`config.mk`:
```
export PLATFORM = sky130hd
export DESIGN_NAME = prog_loader
export DESIGN_NICKNAME = d
export VERILOG_FILES = /design/src/rtl/prog_loader_pkg.sv /design/src/rtl/prog_loader_uart_rx.sv /design/src/rtl/prog_loader.sv
export SDC_FILE = /design/constraint.sdc
export NUM_CORES = 1
export LEC_CHECK = 0
export BUFFER_PORTS_ARGS = -buffer_cell sky130_fd_sc_hd__buf_2
export CAP_MARGIN = 20
export CORE_MARGIN = 3
export CORE_UTILIZATION = 45
export CTS_BUF_LIST = sky130_fd_sc_hd__clkbuf_8
export DETAILED_ROUTE_END_ITERATION = 10
export SLEW_MARGIN = 10
export SYNTH_ARGS = -nofsm -noshare
export SYNTH_HDL_FRONTEND = slang
export SYNTH_SLANG_ARGS = --single-unit
```
`constraint.sdc`:
```
create_clock -name clk -period 5 [get_ports clk]
set_input_delay 0.25 -clock clk [delete_from_list [all_inputs] [get_ports clk]]
set_output_delay 0.25 -clock clk [all_outputs]
set_load 0.02 [all_outputs]
```
`src/rtl/prog_loader_pkg.sv`:
```
// Shared types and constants for the UART program loader.
package prog_loader_pkg;

    localparam logic [7:0] SYNC_BYTE = 8'hA5;

    typedef enum logic [2:0] {
        ST_RUN    = 3'd0,
        ST_SYNC   = 3'd1,
        ST_LEN_H  = 3'd2,
        ST_LEN_L  = 3'd3,
        ST_DATA_H = 3'd4,
        ST_DATA_L = 3'd5,
        ST_CSUM   = 3'd6,
        ST_ERR    = 3'd7
    } state_e;

    // Bit period in clocks, rounded to nearest.
    function automatic int unsigned calc_bit_clks(input int unsigned clk_hz, input int unsigned baud);
        return (clk_hz + baud / 2) / baud;
    endfunction

endpackage

```
`src/rtl/prog_loader_uart_rx.sv`:
```
// 8N1 UART receiver: synchronised input, mid-bit sampling, start-bit glitch rejection.
module uart_rx
    import prog_loader_pkg::*;
#(
    parameter int unsigned CLK_HZ = 50000000,
    parameter int unsigned BAUD   = 115200
) (
    input  logic       clk,
    input  logic       rst,
    input  logic       rx,
    output logic       byte_valid,
    output logic [7:0] byte_data,
    output logic       frame_err
);
    localparam int unsigned BIT_CLKS  = calc_bit_clks(CLK_HZ, BAUD);
    localparam int unsigned HALF_CLKS = BIT_CLKS / 2;
    localparam int unsigned CNT_W     = $clog2(BIT_CLKS);

    localparam logic [1:0] RX_IDLE  = 2'd0;
    localparam logic [1:0] RX_START = 2'd1;
    localparam logic [1:0] RX_DATA  = 2'd2;
    localparam logic [1:0] RX_STOP  = 2'd3;

    logic             r_meta, r_sync, r_prev;
    logic [1:0]       r_state, w_state_nxt;
    logic [CNT_W-1:0] r_cnt;
    logic [2:0]       r_bit;
    logic [7:0]       r_shift;
    logic             r_valid, r_ferr;
    logic [7:0]       r_data;
    logic             w_edge, w_half, w_full;

    assign w_edge = r_prev & ~r_sync;
    assign w_half = (r_cnt == CNT_W'(HALF_CLKS - 1));
    assign w_full = (r_cnt == CNT_W'(BIT_CLKS - 1));

    always_ff @(posedge clk) begin
        if (rst) begin
            r_state <= RX_IDLE;
        end else begin
            r_state <= w_state_nxt;
        end
    end

    always_comb begin
        w_state_nxt = r_state;
        case (r_state)
            RX_IDLE:  if (w_edge) w_state_nxt = RX_START;
            // A start bit that is high again at mid-bit was a glitch.
            RX_START: if (w_half) w_state_nxt = r_sync ? RX_IDLE : RX_DATA;
            RX_DATA:  if (w_full && r_bit == 3'd7) w_state_nxt = RX_STOP;
            RX_STOP:  if (w_full) w_state_nxt = RX_IDLE;
            default:  w_state_nxt = RX_IDLE;
        endcase
    end

    always_ff @(posedge clk) begin
        if (rst) begin
            r_meta  <= 1'b1;
            r_sync  <= 1'b1;
            r_prev  <= 1'b1;
            r_cnt   <= '0;
            r_bit   <= 3'd0;
            r_shift <= 8'd0;
            r_valid <= 1'b0;
            r_data  <= 8'd0;
            r_ferr  <= 1'b0;
        end else begin
            r_meta  <= rx;
            r_sync  <= r_meta;
            r_prev  <= r_sync;
            r_valid <= 1'b0;
            if (r_state == RX_IDLE || w_state_nxt != r_state || (r_state == RX_DATA && w_full)) begin
                r_cnt <= '0;
            end else begin
                r_cnt <= r_cnt + CNT_W'(1);
            end
            if (r_state == RX_IDLE) begin
                r_bit <= 3'd0;
            end
            if (r_state == RX_DATA && w_full) begin
                r_shift <= {r_sync, r_shift[7:1]};
                r_bit   <= r_bit + 3'd1;
            end
            if (r_state == RX_STOP && w_full) begin
                r_valid <= 1'b1;
                r_data  <= r_shift;
                r_ferr  <= ~r_sync;
            end
        end
    end

    assign byte_valid = r_valid;
    assign byte_data  = r_data;
    assign frame_err  = r_ferr;

endmodule

```
`src/rtl/prog_loader.sv`:
```
// UART boot loader: parses A5/LEN/words/CSUM frames into instruction RAM writes and holds
// the core in reset until a good checksum. Define PROG_LOADER_TIMEOUT_EN for an inter-byte timeout.
module prog_loader
    import prog_loader_pkg::*;
#(
    parameter int unsigned CLK_HZ = 50000000,
    parameter int unsigned BAUD   = 115200,
    parameter int unsigned ADDR_W = 11,
    parameter int unsigned DATA_W = 14
) (
    input  logic              clk,
    input  logic              rst,
    input  logic              rx,
    input  logic              load_req,
    output logic              wr_en,
    output logic [ADDR_W-1:0] wr_addr,
    output logic [DATA_W-1:0] wr_data,
    output logic              cpu_rst,
    output logic              busy,
    output logic              done,
    output logic              err
);
    localparam int unsigned HI_W      = DATA_W - 8;
    localparam int unsigned LEN_W     = 16;
    localparam int unsigned MAX_WORDS = 1 << ADDR_W;

    logic              w_byte_valid, w_frame_err;
    logic [7:0]        w_byte;
    state_e            r_state, w_state_nxt;
    logic [7:0]        r_len_h;
    logic [LEN_W-1:0]  r_len;
    logic [HI_W-1:0]   r_hi;
    logic [ADDR_W:0]   r_idx;
    logic [7:0]        r_csum;
    logic              r_wr_en, r_busy, r_done, r_err, r_cpu_rst;
    logic [ADDR_W-1:0] r_wr_addr;
    logic [DATA_W-1:0] r_wr_data;
    logic              w_in_frame, w_byte_ok, w_len_bad, w_hi_bad, w_last;
    logic [LEN_W-1:0]  w_len_rx;
`ifdef PROG_LOADER_TIMEOUT_EN
    logic              w_tmo;
`endif

    uart_rx #(
        .CLK_HZ (CLK_HZ),
        .BAUD   (BAUD)
    ) u_rx (
        .clk        (clk),
        .rst        (rst),
        .rx         (rx),
        .byte_valid (w_byte_valid),
        .byte_data  (w_byte),
        .frame_err  (w_frame_err)
    );

    assign w_in_frame = (r_state != ST_RUN) && (r_state != ST_ERR);
    assign w_byte_ok  = w_byte_valid && !w_frame_err && w_in_frame && !load_req;
    assign w_len_rx   = {r_len_h, w_byte};
    assign w_len_bad  = (w_len_rx == '0) || (32'(w_len_rx) > MAX_WORDS);
    assign w_hi_bad   = (w_byte >> HI_W) != 8'd0;
    assign w_last     = (LEN_W'(r_idx) + LEN_W'(1)) == r_len;

`ifdef PROG_LOADER_TIMEOUT_EN
    localparam int unsigned BIT_CLKS = calc_bit_clks(CLK_HZ, BAUD);
    localparam int unsigned TMO_CLKS = 65536 * BIT_CLKS;
    localparam int unsigned TMO_W    = $clog2(TMO_CLKS);

    logic [TMO_W-1:0] r_tmo_cnt;

    // Silence timer; SYNC is allowed to wait forever.
    always_ff @(posedge clk) begin
        if (rst || load_req || w_byte_valid || !w_in_frame || r_state == ST_SYNC) begin
            r_tmo_cnt <= '0;
        end else begin
            r_tmo_cnt <= r_tmo_cnt + TMO_W'(1);
        end
    end

    assign w_tmo = (r_tmo_cnt == TMO_W'(TMO_CLKS - 1));
`endif

    always_ff @(posedge clk) begin
        if (rst) begin
            r_state <= ST_RUN;
        end else begin
            r_state <= w_state_nxt;
        end
    end

    always_comb begin
        w_state_nxt = r_state;
        if (load_req) begin
            w_state_nxt = ST_SYNC;
        end else if (w_byte_valid && w_in_frame) begin
            if (w_frame_err) begin
                w_state_nxt = ST_ERR;
            end else begin
                case (r_state)
                    ST_SYNC:   if (w_byte == SYNC_BYTE) w_state_nxt = ST_LEN_H;
                    ST_LEN_H:  w_state_nxt = ST_LEN_L;
                    ST_LEN_L:  w_state_nxt = w_len_bad ? ST_ERR : ST_DATA_H;
                    ST_DATA_H: w_state_nxt = w_hi_bad ? ST_ERR : ST_DATA_L;
                    ST_DATA_L: w_state_nxt = w_last ? ST_CSUM : ST_DATA_H;
                    ST_CSUM:   w_state_nxt = (w_byte == r_csum) ? ST_RUN : ST_ERR;
                    default:   w_state_nxt = r_state;
                endcase
            end
        end
`ifdef PROG_LOADER_TIMEOUT_EN
        else if (w_tmo) begin
            w_state_nxt = ST_ERR;
        end
`endif
    end

    // Frame datapath, write port and status flags.
    always_ff @(posedge clk) begin
        if (rst) begin
            r_len_h   <= 8'd0;
            r_len     <= '0;
            r_hi      <= '0;
            r_idx     <= '0;
            r_csum    <= 8'd0;
            r_wr_en   <= 1'b0;
            r_wr_addr <= '0;
            r_wr_data <= '0;
            r_busy    <= 1'b0;
            r_done    <= 1'b0;
            r_err     <= 1'b0;
            r_cpu_rst <= 1'b1;
        end else begin
            r_wr_en   <= 1'b0;
            r_busy    <= (w_state_nxt != ST_RUN) && (w_state_nxt != ST_ERR);
            r_err     <= (w_state_nxt == ST_ERR);
            r_cpu_rst <= (w_state_nxt != ST_RUN);
            if (load_req) begin
                r_idx  <= '0;
                r_csum <= 8'd0;
                r_done <= 1'b0;
            end else begin
                if (r_state == ST_CSUM && w_state_nxt == ST_RUN) begin
                    r_done <= 1'b1;
                end
                if (w_byte_ok) begin
                    case (r_state)
                        ST_LEN_H: begin
                            r_len_h <= w_byte;
                            r_csum  <= r_csum + w_byte;
                        end
                        ST_LEN_L: begin
                            r_len  <= w_len_rx;
                            r_csum <= r_csum + w_byte;
                        end
                        ST_DATA_H: begin
                            r_hi   <= w_byte[HI_W-1:0];
                            r_csum <= r_csum + w_byte;
                        end
                        ST_DATA_L: begin
                            r_wr_en   <= 1'b1;
                            r_wr_addr <= r_idx[ADDR_W-1:0];
                            r_wr_data <= DATA_W'({r_hi, w_byte});
                            r_idx     <= r_idx + (ADDR_W+1)'(1);
                            r_csum    <= r_csum + w_byte;
                        end
                        default: ;
                    endcase
                end
            end
        end
    end

    assign wr_en   = r_wr_en;
    assign wr_addr = r_wr_addr;
    assign wr_data = r_wr_data;
    assign busy    = r_busy;
    assign done    = r_done;
    assign err     = r_err;
    assign cpu_rst = r_cpu_rst;

endmodule

```
==> flow_summary.toml, run 1 <==
[timing]
fin_tns_setup_ns = 0
min_period_over_period_pct = 63.68
hold_viol_final = 0
clock_skew_ns = 0.01272
slew_headroom_pct = 35.33
worst_pin_slew_ns = 0.9665
setup_viol = 0
rsz0062_at_grt = "false"
min_period_ns = 3.184
final_max_slew_viol_count = 0
worst_slack_ns = 1.816
fmax_ghz = 0.3141

[layout]
diodes = 0
areaGrowthSynthToFinish_pct = 11.31
nets = 663
fillers = 1097
layout-drive-gt1-share_pct = 12.77

[hold_path]
min_path_type = "in -> reg"
min_path_cells = 2

[floorplan]
start_util_pct = 46.28
die_y_um = 114.8
rows = 39
core_area_um2 = 11520
die_x_um = 114.8
ios = 34
die-area_um2 = 13190

[clocking]
postCtsSetupRepairBufs = 0
post_cts_resized = 0
clockRootBuffer = "clkbuf_8"
worstSkewPairLatency_ns = 0.45
numCtsBuffers = 17
hold_buffers = 1
htreeDepth = 4
cts_buffer_depth = 2
path_clk_slew_ns = 0.07
clock_sinks = 118
cts_tree = "built"

[synth]
synth-seq-cells = 118
async_flop_share_pct = 0
synthCells = 632
yosysSeqAreaShare_pct = 44.32
syn_area_um2 = 5330
avgSynthCellArea_um2 = 8.434
synth_cell_types = 58
synth_fp_nets = 650
ys_warn_count = 0
synth_enable_flop_cells = 0
synth_flop_cell = "dfxtp_1"

[critical_path]
cp_max_fo = 31
cp.required_ns = 5.37
cp.arrival_ns = 3.56
path_class = "reg -> reg"
worstSetupEndpointType = "flip-flop"
reg2regPathDepth = 7
start_kind = "flip-flop"

[grt]
grt_overflow = 0
grt_pass1_wl_mm = 19.95
antenna_found_initial = 0
grt_use_total_pct = 18.97
grt_max_degree = 59
grt_pass1_vias = 4090

[detailed_routing]
ant_nets = 0
first_iter_violations = 255
drc = 0
detail_route.wl_per_cell_um = 14.83
wl_mm = 11.88
vias_per_cell = 5.476
vias = 4386
dr.pass1.iters = 4

[placed_design]
gp_congestion = 0.8179
port-buffer-count = 33
pre_cts_slack_ns = 1.853
post-dp-hpwl_mm = 8.063

[run_status]
run_status = "completed"

[run]
cap_viol_max_count = 0

[power_and_ir_drop]
irDropWorstVdd_uv = 248.1
power.density_nw_per_um2 = 314.8
p_leak_nw = 2.051
==> per-layer routing <==
metal / wire length, um / track usage, % / vias to the layer above
met5: 0 / 0 / -
met4: 156 / 7.121 / 0
met3: 606 / 6.421 / 19
met2: 5332 / 27.55 / 72
met1: 5786 / 26.15 / 2098
li1: - / - / 2197
==> placed cells by master, fill, tap and decap left out, types with 3 or more instances in the layout <==
| master | synthesis | layout |
|---|---|---|
| a211oi_1 | 5 | 5 |
| or2_2 | 6 | 6 |
| nor4_1 | 7 | 7 |
| nor2_1 | 71 | 70 |
| a21oi_1 | 63 | 63 |
| inv_1 | 12 | 13 |
| clkbuf_8 | 0 | 21 |
| nor2b_1 | 3 | 3 |
| nor3b_1 | 3 | 3 |
| nand4_1 | 9 | 9 |
| o21ai_0 | 33 | 33 |
| or3_1 | 6 | 6 |
| nand3b_1 | 5 | 5 |
| buf_2 | 7 | 33 |
| a21o_1 | 6 | 6 |
| mux2i_1 | 27 | 27 |
| nand3_1 | 21 | 21 |
| xor2_1 | 14 | 14 |
| clkinv_4 | 0 | 3 |
| ha_1 | 13 | 13 |
| nand2_1 | 92 | 92 |
| dfxtp_1 | 118 | 118 |
| xnor2_1 | 21 | 21 |
| or4_1 | 4 | 4 |
| nor3_1 | 8 | 8 |
| nand2b_1 | 4 | 4 |
==> final timing paths <==
| path | from | end | slack, ns |
|---|---|---|---|
| setup reg to reg | r_state[1]$_SDFF_PP0_ | r_idx[11]$_SDFFE_PP0P_ | 1.82 |
| hold / removal | load_req | r_state[2]$_SDFF_PP0_ | 0.09 |
| hold reg to reg | u_rx.r_meta$_SDFF_PP1_ | u_rx.r_sync$_SDFF_PP1_ | 0.43 |
| setup / recovery | r_state[1]$_SDFF_PP0_ | r_idx[11]$_SDFFE_PP0P_ | 1.82 |
==> logic make-up (layout without fill, tap and decap cells) <==
| group | after synthesis | count (layout) | synth area share [%] |
|---|---|---|---|
| simple gates | 255 | 255 | 22.79 |
| compound gates | 128 | 128 | 14.20 |
| flops | 118 | 118 | 44.32 |
| buf+inv | 54 | 80 | 4.249 |
| xor+xnor | 35 | 35 | 5.751 |
| mux | 27 | 27 | 5.070 |
| fa+ha+maj | 15 | 15 | 3.615 |
==> sequential cells by signal (all words and copies together), names as in the netlist, 2 cells and up <==
register	cells
r_len	16
u_rx.r_cnt	9
r_state	3
u_rx.r_state	2
u_rx.r_shift	8
wr_data	14
r_hi	6
wr_addr	11
u_rx.byte_data	8
u_rx.r_bit	3
r_csum	8
r_idx	12
r_len_h	8
==> report_power, final <==
group	internal (mW)	total, mW	switching, mW
clock network	0.495	0.890	0.395
registers	0.943	0.947	0.00445
logic	0.00851	0.0301	0.0216
total	1.45	1.87	0.421
==> layout make-up <==
cell class | count | area, um^2 | share of cell area (%)
Multi-Input combinational cell | 460 | 2744 | 46.25
Sequential cell | 118 | 2362 | 39.81
Clock buffer | 21 | 289.0 | 4.871
Timing Repair Buffer | 36 | 190.2 | 3.205
Tap cell | 143 | 178.9 | 3.016
Clock inverter | 11 | 123.9 | 2.088
Inverter | 12 | 45.04 | 0.7592
==> synthesized netlist by cell type, types with 5 or more instances <==
library cell	number	area (um^2)
nand3b_1	5	37.54
nor3_1	8	40.04
buf_2	7	35.03
a21oi_1	63	315.3
inv_1	12	45.04
or2_2	6	37.54
mux2i_1	27	270.3
o21ai_0	33	165.2
nor4_1	7	43.79
ha_1	13	162.7
xnor2_1	21	183.9
nand4_1	9	56.30
nor2_1	71	266.5
a211oi_1	5	37.54
nand2_1	92	345.3
xor2_1	14	122.6
or3_1	6	37.54
clkbuf_1	28	105.1
a21o_1	6	45.04
dfxtp_1	118	2362
nand3_1	21	105.1
==> through the flow <==
step           cells  power (mW)  utilization, %  area (um^2)  hold WS (ns)
3_3_place_gp     768      0.9979           47.85         5510        0.3957
5_1_grt          801       1.927           51.52         5933       0.06749
4_1_cts          801       1.888           51.52         5933       0.06330
2_1_floorplan    632      0.9905               -         5330        0.3378
3_5_place_dp     768      0.9984           47.85         5510        0.4003
6_report         801       1.868           51.52         5933       0.08899
==> critical path: stages, from the launching register on <==
cell and delay (ns):
dfxtp_1 0.60, or3_1 0.24, nand4b_2 0.54, or2_2 0.77
nor2_1 0.25, nand3_1 0.18, or3_1 0.36, a21oi_1 0.15
No activity file was read; power rests on OpenSTA's default activity.
==> run 2, diff against run 1 <==
--- a/config.mk
+++ b/config.mk
@@ -5,6 +5,7 @@
 export SDC_FILE = /design/constraint.sdc
 export NUM_CORES = 1
 export LEC_CHECK = 0
+export ABC_AREA = 1
 export BUFFER_PORTS_ARGS = -buffer_cell sky130_fd_sc_hd__buf_2
 export CAP_MARGIN = 20
 export CORE_MARGIN = 3
==> constraint.sdc (replaced) <==
create_clock -name clk -period 3 [get_ports clk]
set_input_delay 0.15 -clock clk [delete_from_list [all_inputs] [get_ports clk]]
set_output_delay 0.15 -clock clk [all_outputs]
set_load 0.02 [all_outputs]
==> flow_summary.toml, run 2 <==
[placed_design]
post-dp-hpwl_mm = 8.543
place_inst = 853
gp_congestion = 0.8509
pre_cts_slack_ns = 0.7564
port-buffer-count = 33

[critical_path]
cp.required_ns = 3.36
cp_max_fo = 49
cp.arrival_ns = 2.59
reg2regPathDepth = 9
path_class = "reg -> reg"
worstSetupEndpointType = "flip-flop"
start_kind = "flip-flop"

[clocking]
clockRootBuffer = "clkbuf_8"
worstSkewPairLatency_ns = 0.43
hold_buffers = 1
path_clk_slew_ns = 0.07
htreeDepth = 4
cts_buffer_depth = 2
postCtsSetupRepairBufs = 0
post_cts_resized = 0
clock_sinks = 118
numCtsBuffers = 17
cts_tree = "built"

[floorplan]
rows = 38
die_y_um = 114.2
ios = 34
core_area_um2 = 11130
die_x_um = 114.2
start_util_pct = 47.36
die-area_um2 = 13040

[timing]
worst_slack_ns = 0.7734
final_max_slew_viol_count = 0
hold_viol_final = 0
fmax_ghz = 0.4491
worst_pin_slew_ns = 0.7312
slew_headroom_pct = 51.07
clock_skew_ns = 0.01119
min_period_over_period_pct = 74.22
rsz0062_at_grt = "false"
setup_viol = 0
fin_tns_setup_ns = 0
min_period_ns = 2.227

[detailed_routing]
first_iter_violations = 258
ant_nets = 0
vias = 4503
wl_mm = 11.85
vias_per_cell = 5.082
detail_route.wl_per_cell_um = 13.37
drc = 0
dr.pass1.iters = 4

[layout]
layout_commonest_cell = "dfxtp_1"
largest_reg_flops = 16
finalNonFillerCells = 886
diodes = 0
finish.utilization_pct = 53.39
largest_register = "r_len"
layout-drive-gt1-share_pct = 12.87
nets = 751
layout_common_cells = "dfxtp_1, nand2_1, inv_1"
fillers = 1098
areaGrowthSynthToFinish_pct = 12.73

[synth]
syn_area_um2 = 5269
synth-seq-cells = 118
avgSynthCellArea_um2 = 7.505
synth_top_area_cell = "dfxtp_1"
synth_enable_flop_cells = 0
yosysMostFrequentCell = "dfxtp_1"
synth_commonest_cells = "dfxtp_1, nand2_1, nor2_1"
synth_cell_types = 40
synthDominantCellAreaShare_pct = 44.83
synthAdderAreaFrac_pct = 3.467
async_flop_share_pct = 0
synth_top_family_by_area = "simple AND/OR/NAND/NOR gates"
ys_warn_count = 0
synth_flop_cell = "dfxtp_1"
synth-simple-area-share_pct = 22.75
synth_fp_nets = 720
synth.area.top_cells = "dfxtp_1, o21ai_0, nand2_1"
synthCells = 702
synthMuxAreaShare_pct = 0
synthXorXnorAreaFrac_pct = 1.829
synth_compound_area_share_pct = 18.62
yosysSeqAreaShare_pct = 44.83

[run]
cap_viol_max_count = 0

[grt]
grt_pass1_vias = 4207
grt_overflow = 0
grt_pass1_wl_mm = 20.04
grt_max_degree = 58
grt_use_total_pct = 19.58
antenna_found_initial = 0

[hold_path]
min_path_cells = 2
min_path_type = "in -> reg"

[power_and_ir_drop]
irDropWorstVdd_uv = 526.1
p_leak_nw = 2.482
power.density_nw_per_um2 = 524.0

[run_status]
run_status = "completed"
## run 2: cell count changes after synthesis, moves of 11 or more
| cell | before | now |
|---|---|---|
| inv_1 | 12 | 80 |
| clkbuf_1 | 28 | 12 |
| nand2_1 | 92 | 104 |
| o21ai_0 | 33 | 80 |
| xnor2_1 | 21 | 4 |
| a21oi_1 | 63 | 74 |
| mux2i_1 | 27 | 0 |
## run 2: layout make-up
type | instances | area (um^2) | area share, %
clock buffer | 23 | 316.6 | 5.330
clock inverter | 9 | 98.84 | 1.664
inverter | 88 | 330.3 | 5.561
multi-input combinational | 471 | 2459 | 41.39
sequential | 118 | 2362 | 39.77
tap | 140 | 175.2 | 2.949
timing repair buffer | 37 | 197.7 | 3.328
## run 2: kinds of logic after synthesis
logic type | Yosys count
compound gates | 182
xor+xnor | 11
fa+ha+maj | 14
buf+inv | 113
flops | 118
simple gates | 264
## run 2: path summary, 6_finish.rpt
path | slack (ns) | endpoint | from
worst min register to register | 0.42 | u_rx.r_sync$_SDFF_PP1_ | u_rx.r_meta$_SDFF_PP1_
worst min-delay path | 0.16 | wr_addr[0]$_SDFFE_PP0P_ | rst
worst max-delay path | 0.77 | r_idx[3]$_SDFFE_PP0P_ | r_state[2]$_SDFF_PP0_
worst max register to register | 0.77 | r_idx[3]$_SDFFE_PP0P_ | r_state[2]$_SDFF_PP0_
## run 2: layer usage
metal | share of wire, % | GRT usage, %
met1 | 46 | 23.75
met3 | 3.5 | 5.127
met2 | 48 | 32.24
met4 | 1.9 | 9.501
met5 | 0 | 0
## run 2: power breakdown
part           internal [mW]  switching, mW  leakage (nW)  total (mW)
Combinational         0.0173         0.0458          1.31      0.0631
Sequential              1.57        0.00478         0.952        1.58
Clock                  0.862          0.610         0.220        1.47
Total                   2.45          0.661          2.48        3.11
## run 2: metrics by stage
stage                     power [mW]  hold WS [ns]  instance area (um^2)
after floorplan                1.652        0.2538                  5269
after global routing           3.235        0.1295                  5939
after detailed placement       1.674        0.3374                  5514
after global placement         1.674        0.3405                  5514
after CTS                      3.156        0.1196                  5939
final                          3.112        0.1589                  5939
## run 2: worst max-delay path, stage by stage, from the launching register on
cell and delay [ns]:
dfxtp_1 0.44, nor2_1 0.11, nand2_1 0.07, and3_4 0.20, nand2_4 0.08, nor2_8 0.12, nand2_4 0.19, inv_2 0.59
o21ai_0 0.17, a31oi_1 0.17
